## config.mk

```make
export PLATFORM = sky130hd
export DESIGN_NAME = piso_serializer_flat
export DESIGN_NICKNAME = d
export VERILOG_FILES = /design/src/rtl/piso_pkg.sv /design/src/rtl/piso_serializer_if.sv /design/src/rtl/piso_bit_counter.sv /design/src/rtl/piso_serializer.sv /design/src/flat_wrapper.sv
export SDC_FILE = /design/constraint.sdc
export NUM_CORES = 1
export LEC_CHECK = 0
export ABC_AREA = 1
export BUFFER_PORTS_ARGS = -buffer_cell sky130_fd_sc_hd__buf_4
export CAP_MARGIN = 10
export CORE_UTILIZATION = 30
export DETAILED_ROUTE_END_ITERATION = 12
export SLEW_MARGIN = 15
export SYNTH_ARGS = -nofsm -noshare
export SYNTH_HDL_FRONTEND = slang
export SYNTH_SLANG_ARGS = --single-unit
```

## constraint.sdc

```tcl
create_clock -name clk -period 2.9 [get_ports clk]
set_clock_uncertainty 0.15 [all_clocks]
set_input_delay 0.58 -clock clk [delete_from_list [all_inputs] [get_ports clk]]
set_output_delay 0.58 -clock clk [all_outputs]
set_load 0.02 [all_outputs]
```

## src/rtl/piso_pkg.sv

```systemverilog
// Shared types and sizing helpers for the PISO serializer.
package piso_pkg;

    typedef enum logic {
        IDLE  = 1'b0,
        SHIFT = 1'b1
    } state_t;

    localparam int WIDTH_DEF = 10;

    // Counter width able to hold 0..width inclusive.
    function automatic int cnt_w(input int width);
        return $clog2(width + 1);
    endfunction

endpackage

```

## src/rtl/piso_serializer_if.sv

```systemverilog
// Parallel-word handshake in, framed serial stream out.
interface piso_serializer_if #(
    parameter int WIDTH = piso_pkg::WIDTH_DEF
) ();

    logic [WIDTH-1:0] parallel_in;
    logic             in_valid;
    logic             in_ready;
    logic             serial_out;
    logic             out_valid;
    logic             frame_start;
    logic             frame_last;

    // Word source / stream sink side.
    modport master (
        output parallel_in, in_valid,
        input  in_ready, serial_out, out_valid, frame_start, frame_last
    );

    // Serializer side.
    modport slave (
        input  parallel_in, in_valid,
        output in_ready, serial_out, out_valid, frame_start, frame_last
    );

endinterface

```

## src/rtl/piso_bit_counter.sv

```systemverilog
// Frame bit counter: clear, load-to-1, saturating increment, last-bit flag.
module piso_bit_counter
    import piso_pkg::*;
#(
    parameter int WIDTH = WIDTH_DEF,
    parameter int CW    = cnt_w(WIDTH)
) (
    input  logic          clk,
    input  logic          clr,
    input  logic          load,
    input  logic          inc,
    output logic [CW-1:0] cnt,
    output logic          at_last
);

    assign at_last = (cnt == CW'(WIDTH));

    // Clear wins, then load, then increment; never counts past WIDTH.
    always_ff @(posedge clk) begin
        if (clr)
            cnt <= '0;
        else if (load)
            cnt <= CW'(1);
        else if (inc && !at_last)
            cnt <= cnt + CW'(1);
    end

endmodule

```

## src/rtl/piso_serializer.sv

```systemverilog
// Parallel-in serial-out transmitter with frame start/last flags.
// Back-to-back words stream without an idle cycle between frames.
module piso_serializer
    import piso_pkg::*;
#(
    parameter int WIDTH     = WIDTH_DEF,
    parameter bit MSB_FIRST = 1'b1
) (
    input  logic             clk,
    input  logic             reinicio,
    piso_serializer_if.slave bus
);

    localparam int CW = cnt_w(WIDTH);

    state_t           state, state_nxt;
    logic [WIDTH-1:0] shift_reg;
    logic [CW-1:0]    bit_cnt;
    logic             at_last;
    logic             accept;
    logic             load, inc, clr_fsm;
    logic             first_bit, next_bit;
    logic [WIDTH-1:0] load_rest, shifted;
    logic             so_q, ov_q, fs_q, fl_q;

    // Ready while idle, or while the last bit of a frame is on the line.
    assign bus.in_ready = (state == IDLE) || at_last;
    assign accept       = bus.in_valid && bus.in_ready;

    // The first bit leaves straight from parallel_in, so the register keeps
    // the word already advanced by one position.
    assign first_bit = MSB_FIRST ? bus.parallel_in[WIDTH-1] : bus.parallel_in[0];
    assign load_rest = MSB_FIRST ? (bus.parallel_in << 1) : (bus.parallel_in >> 1);
    assign next_bit  = MSB_FIRST ? shift_reg[WIDTH-1] : shift_reg[0];
    assign shifted   = MSB_FIRST ? (shift_reg << 1) : (shift_reg >> 1);

    piso_bit_counter #(.WIDTH(WIDTH), .CW(CW)) u_cnt (
        .clk     (clk),
        .clr     (reinicio | clr_fsm),
        .load    (load),
        .inc     (inc),
        .cnt     (bit_cnt),
        .at_last (at_last)
    );

    // State register.
    always_ff @(posedge clk) begin
        if (reinicio)
            state <= IDLE;
        else
            state <= state_nxt;
    end

    // Next-state and datapath controls.
    always_comb begin
        state_nxt = state;
        load      = 1'b0;
        inc       = 1'b0;
        clr_fsm   = 1'b0;
        case (state)
            IDLE: begin
                if (accept) begin
                    state_nxt = SHIFT;
                    load      = 1'b1;
                end
            end
            SHIFT: begin
                if (!at_last) begin
                    inc = 1'b1;
                end else if (accept) begin
                    load = 1'b1;
                end else begin
                    state_nxt = IDLE;
                    clr_fsm   = 1'b1;
                end
            end
            default: state_nxt = IDLE;
        endcase
    end

    // Shift register and registered outputs; everything is 0 when not valid.
    always_ff @(posedge clk) begin
        if (reinicio) begin
            shift_reg <= '0;
            so_q      <= 1'b0;
            ov_q      <= 1'b0;
            fs_q      <= 1'b0;
            fl_q      <= 1'b0;
        end else if (load) begin
            shift_reg <= load_rest;
            so_q      <= first_bit;
            ov_q      <= 1'b1;
            fs_q      <= 1'b1;
            fl_q      <= (WIDTH == 1);
        end else if (inc) begin
            shift_reg <= shifted;
            so_q      <= next_bit;
            ov_q      <= 1'b1;
            fs_q      <= 1'b0;
            fl_q      <= (bit_cnt == CW'(WIDTH - 1));
        end else begin
            shift_reg <= '0;
            so_q      <= 1'b0;
            ov_q      <= 1'b0;
            fs_q      <= 1'b0;
            fl_q      <= 1'b0;
        end
    end

    assign bus.serial_out  = so_q;
    assign bus.out_valid   = ov_q;
    assign bus.frame_start = fs_q;
    assign bus.frame_last  = fl_q;

endmodule
```

## src/flat_wrapper.sv

```systemverilog
// flat-port wrapper written by rule: the top's interface ports become plain ports
module piso_serializer_flat import piso_pkg::*;
#(
    parameter int WIDTH     = WIDTH_DEF,
    parameter bit MSB_FIRST = 1'b1
)
  (clk, reinicio, bus_parallel_in, bus_in_valid, bus_in_ready, bus_serial_out, bus_out_valid, bus_frame_start, bus_frame_last);
  piso_serializer_if #(.WIDTH(WIDTH)) bus_i ();
  input  logic clk;
  input  logic reinicio;
  input wire logic [$bits(bus_i.parallel_in)-1:0] bus_parallel_in;
  input wire logic [$bits(bus_i.in_valid)-1:0] bus_in_valid;
  output wire logic [$bits(bus_i.in_ready)-1:0] bus_in_ready;
  output wire logic [$bits(bus_i.serial_out)-1:0] bus_serial_out;
  output wire logic [$bits(bus_i.out_valid)-1:0] bus_out_valid;
  output wire logic [$bits(bus_i.frame_start)-1:0] bus_frame_start;
  output wire logic [$bits(bus_i.frame_last)-1:0] bus_frame_last;
  assign bus_i.parallel_in = bus_parallel_in;
  assign bus_i.in_valid = bus_in_valid;
  assign bus_in_ready = bus_i.in_ready;
  assign bus_serial_out = bus_i.serial_out;
  assign bus_out_valid = bus_i.out_valid;
  assign bus_frame_start = bus_i.frame_start;
  assign bus_frame_last = bus_i.frame_last;
  piso_serializer #(.WIDTH(WIDTH), .MSB_FIRST(MSB_FIRST)) u_core (.clk(clk), .reinicio(reinicio), .bus(bus_i));
endmodule
```

==> metrics <==
H-tree Lvls=1; Hold WC Path Type=reg2reg; R2R Setup Slk=1130 ps; Seq cells post-synth=18; die width=roughly 52 um; Post-Syn Area=758 um^2; Min-Delay Path Depth=2; combinational fraction of design power=0.118; Slew @ Worst Pin=342 ps; CTS tree=yes; via count=630; Worst Path Arrival=1490 ps; DRT Wirelength=1.43 mm; Post-Syn Instances=96; Die Ht=about 52 um; IO Pins=18; final core utilization=0.406; leakage=0.471 nW; GRT overflow=0; critical path buffer and inverter count=2; Slew headroom=0.772; Synth cell types=21; CTS Hold Buffers Added=0; global-route usage over all layers=0.119; final setup fails=0; Hold Slack=311 ps; switching pwr=0.000119 W; clock network power share=0.330; NumNets Final=131; pre-CTS setup slack=between 1000 and 1500 ps; Net Count, Synth=approximately 110; max reg flops=9; warnings from Yosys=0; drt drc=0; final cell count without fillers=142; Final min period=2220 ps; Sw Share=0.249; antenna cells=0; vias in the first global route=577; Final Hold Violating Endpoints=0; Clock Pin Slew Worst Setup and Hold Paths=110 ps; reg2reg path depth=9; RSZ-0062 raised after global routing=no; Maximum Capacitance Violations=0; largest stage delay on the critical path=440 ps; total placed cells including tap cells=138; crit end category=output port; final critical-path share of the clock period=0.766; Internal=0.000359 W; Worst VDD drop=194 uV; Row Count=17; CP Class=reg2out; FILL cells=247; TritonCTS Buffers=3; die area=0.00273 mm^2; post-CTS sizing=0; drt wl/cell=roughly 10 um; DP Wirelength=1.03 mm; syn_area_per_cell=7.90 um^2; Sequential Power Share=0.552; Max Slew Vio Count=0; DRT Pass-1 Iters=4; CP Max Fanout=11; Setup Fix Bufs, Post-CTS=0; layout cells sized above 1=0.228; setup TNS=0 ps; f_max=approximately 450 MHz; P per Cell Area=between 500 and 600 mW/mm^2; worst-skew pair later-pin latency=300 ps; via density per instance=4.44; Initial Util=0.330; Final ANT Viol Nets=0; Data required, critical path=roughly 2200 ps; drt first-iter violations=10; IO Port Bufs=17; GPL Wtd Cong=0.704; # clock sinks=18; outcome=complete, no violations; CTS max path bufs=2; critical-path cell list=inv_1 -> ha_1 -> nand3_2 -> nand2_2 -> buf_4; CP max-delay cell=dfxtp_1; critical path's top delay family=flip-flops; initial antenna violation count=0; crit start category=flop; core area=0.00230 mm^2; largest net degree at the start of global routing=13; sequential area share after synthesis=0.475; Worst Setup Slack, final=678 ps; CTS Root Cell=clkbuf_4; first-pass GRT wire length=2.31 mm; Crit. path cell count=5; synth-to-layout area growth=23.1%
power by group through the flow:
stage | combinational, W | sequential, W | clock, W
4_1_cts | 0.0000572 | 0.000264 | 0.000163
5_1_grt | 0.0000631 | 0.000265 | 0.000171
3_3_place_gp | 0.0000560 | 0.000269 | 0
3_5_place_dp | 0.0000566 | 0.000270 | 0
2_1_floorplan | 0.0000327 | 0.000271 | 0
6_report | 0.0000565 | 0.000264 | 0.000158
cells in the final DEF (no fill, tap or decap):
master / n
nand2_1: 30
dfxtp_1: 18
buf_4: 17
nand3_1: 11
inv_1: 9
nor2_1: 6
o21ai_0: 3
ha_1: 3
clkbuf_4: 3
a21oi_1: 2
nor3_1: 2
inv_2: 1
nand3_2: 1
nand2_2: 1
nand2_4: 1
nor2_8: 1
clkinv_1: 1
nor3b_1: 1
xor2_1: 1
nand4_1: 1
clkbuf_8: 1
routing by layer:
metal	vias to the layer above	global-route usage	routed length, um
li1	336	-	-
met1	276	0.136	695
met2	14	0.201	636
met3	4	0.0203	63
met4	0	0.0789	31
met5	-	0	0
synthesized netlist by cell type:
cell | n | area share
nor3b_1 | 1 | 0.0099
inv_1 | 9 | 0.045
o21ai_0 | 3 | 0.020
buf_4 | 1 | 0.0099
dfxtp_1 | 18 | 0.48
nand2_2 | 1 | 0.0083
clkinv_1 | 1 | 0.0049
nor3_1 | 2 | 0.013
nand3_2 | 1 | 0.013
nand4_1 | 1 | 0.0083
nand3_1 | 11 | 0.073
nor2_8 | 1 | 0.026
buf_2 | 1 | 0.0066
nor2_1 | 6 | 0.030
nand2_1 | 30 | 0.15
inv_2 | 1 | 0.0049
nand2_4 | 1 | 0.015
ha_1 | 3 | 0.050
xor2_1 | 1 | 0.012
a21oi_1 | 2 | 0.013
buf_6 | 1 | 0.015
worst register-to-register path, stage by stage, from the launching register on:
cell	delay (ps)
dfxtp_1	440
inv_1	90
ha_1	210
nand3_2	100
nand2_2	150
inv_1	320
nand2_1	90
nand2_1	70
inv_1	30
nor2_1	70
kinds of logic (layout without fill, tap and decap cells):
group | Yosys count | after routing | synth area share
AND/OR/NAND/NOR | 55 | 55 | 0.345
flip-flops | 18 | 18 | 0.475
AO/OA/AOI/OAI | 5 | 5 | 0.0330
adder cells (fa/ha/maj) | 3 | 3 | 0.0495
XOR/XNOR | 1 | 1 | 0.0116
buffers and inverters | 14 | 32 | 0.0858
worst paths after layout:
kind / startpoint / to
hold / removal: u_core.shift_reg[4] / u_core.shift_reg[5]
hold reg to reg: u_core.shift_reg[4] / u_core.shift_reg[5]
setup / recovery: u_core.u_cnt.cnt[0] / bus_in_ready
setup reg to reg: u_core.u_cnt.cnt[0] / u_core.u_cnt.cnt[2]
per-stage QoR:
step	power, W	instance area (um^2)
after floorplan	0.000304	758
after detailed placement	0.000326	897
after global routing	0.000499	933
final	0.000478	933
after global placement	0.000325	897
after CTS	0.000484	933
cell type report:
cell class	instances	area [um^2]	share of cell area
Inverter	11	41.3	0.0442
Tap cell	28	35.0	0.0375
Timing Repair Buffer	17	128	0.137
Clock buffer	4	36.3	0.0389
Multi-Input combinational cell	64	333	0.357
Sequential cell	18	360	0.386
(Power assumes the default switching activity.)
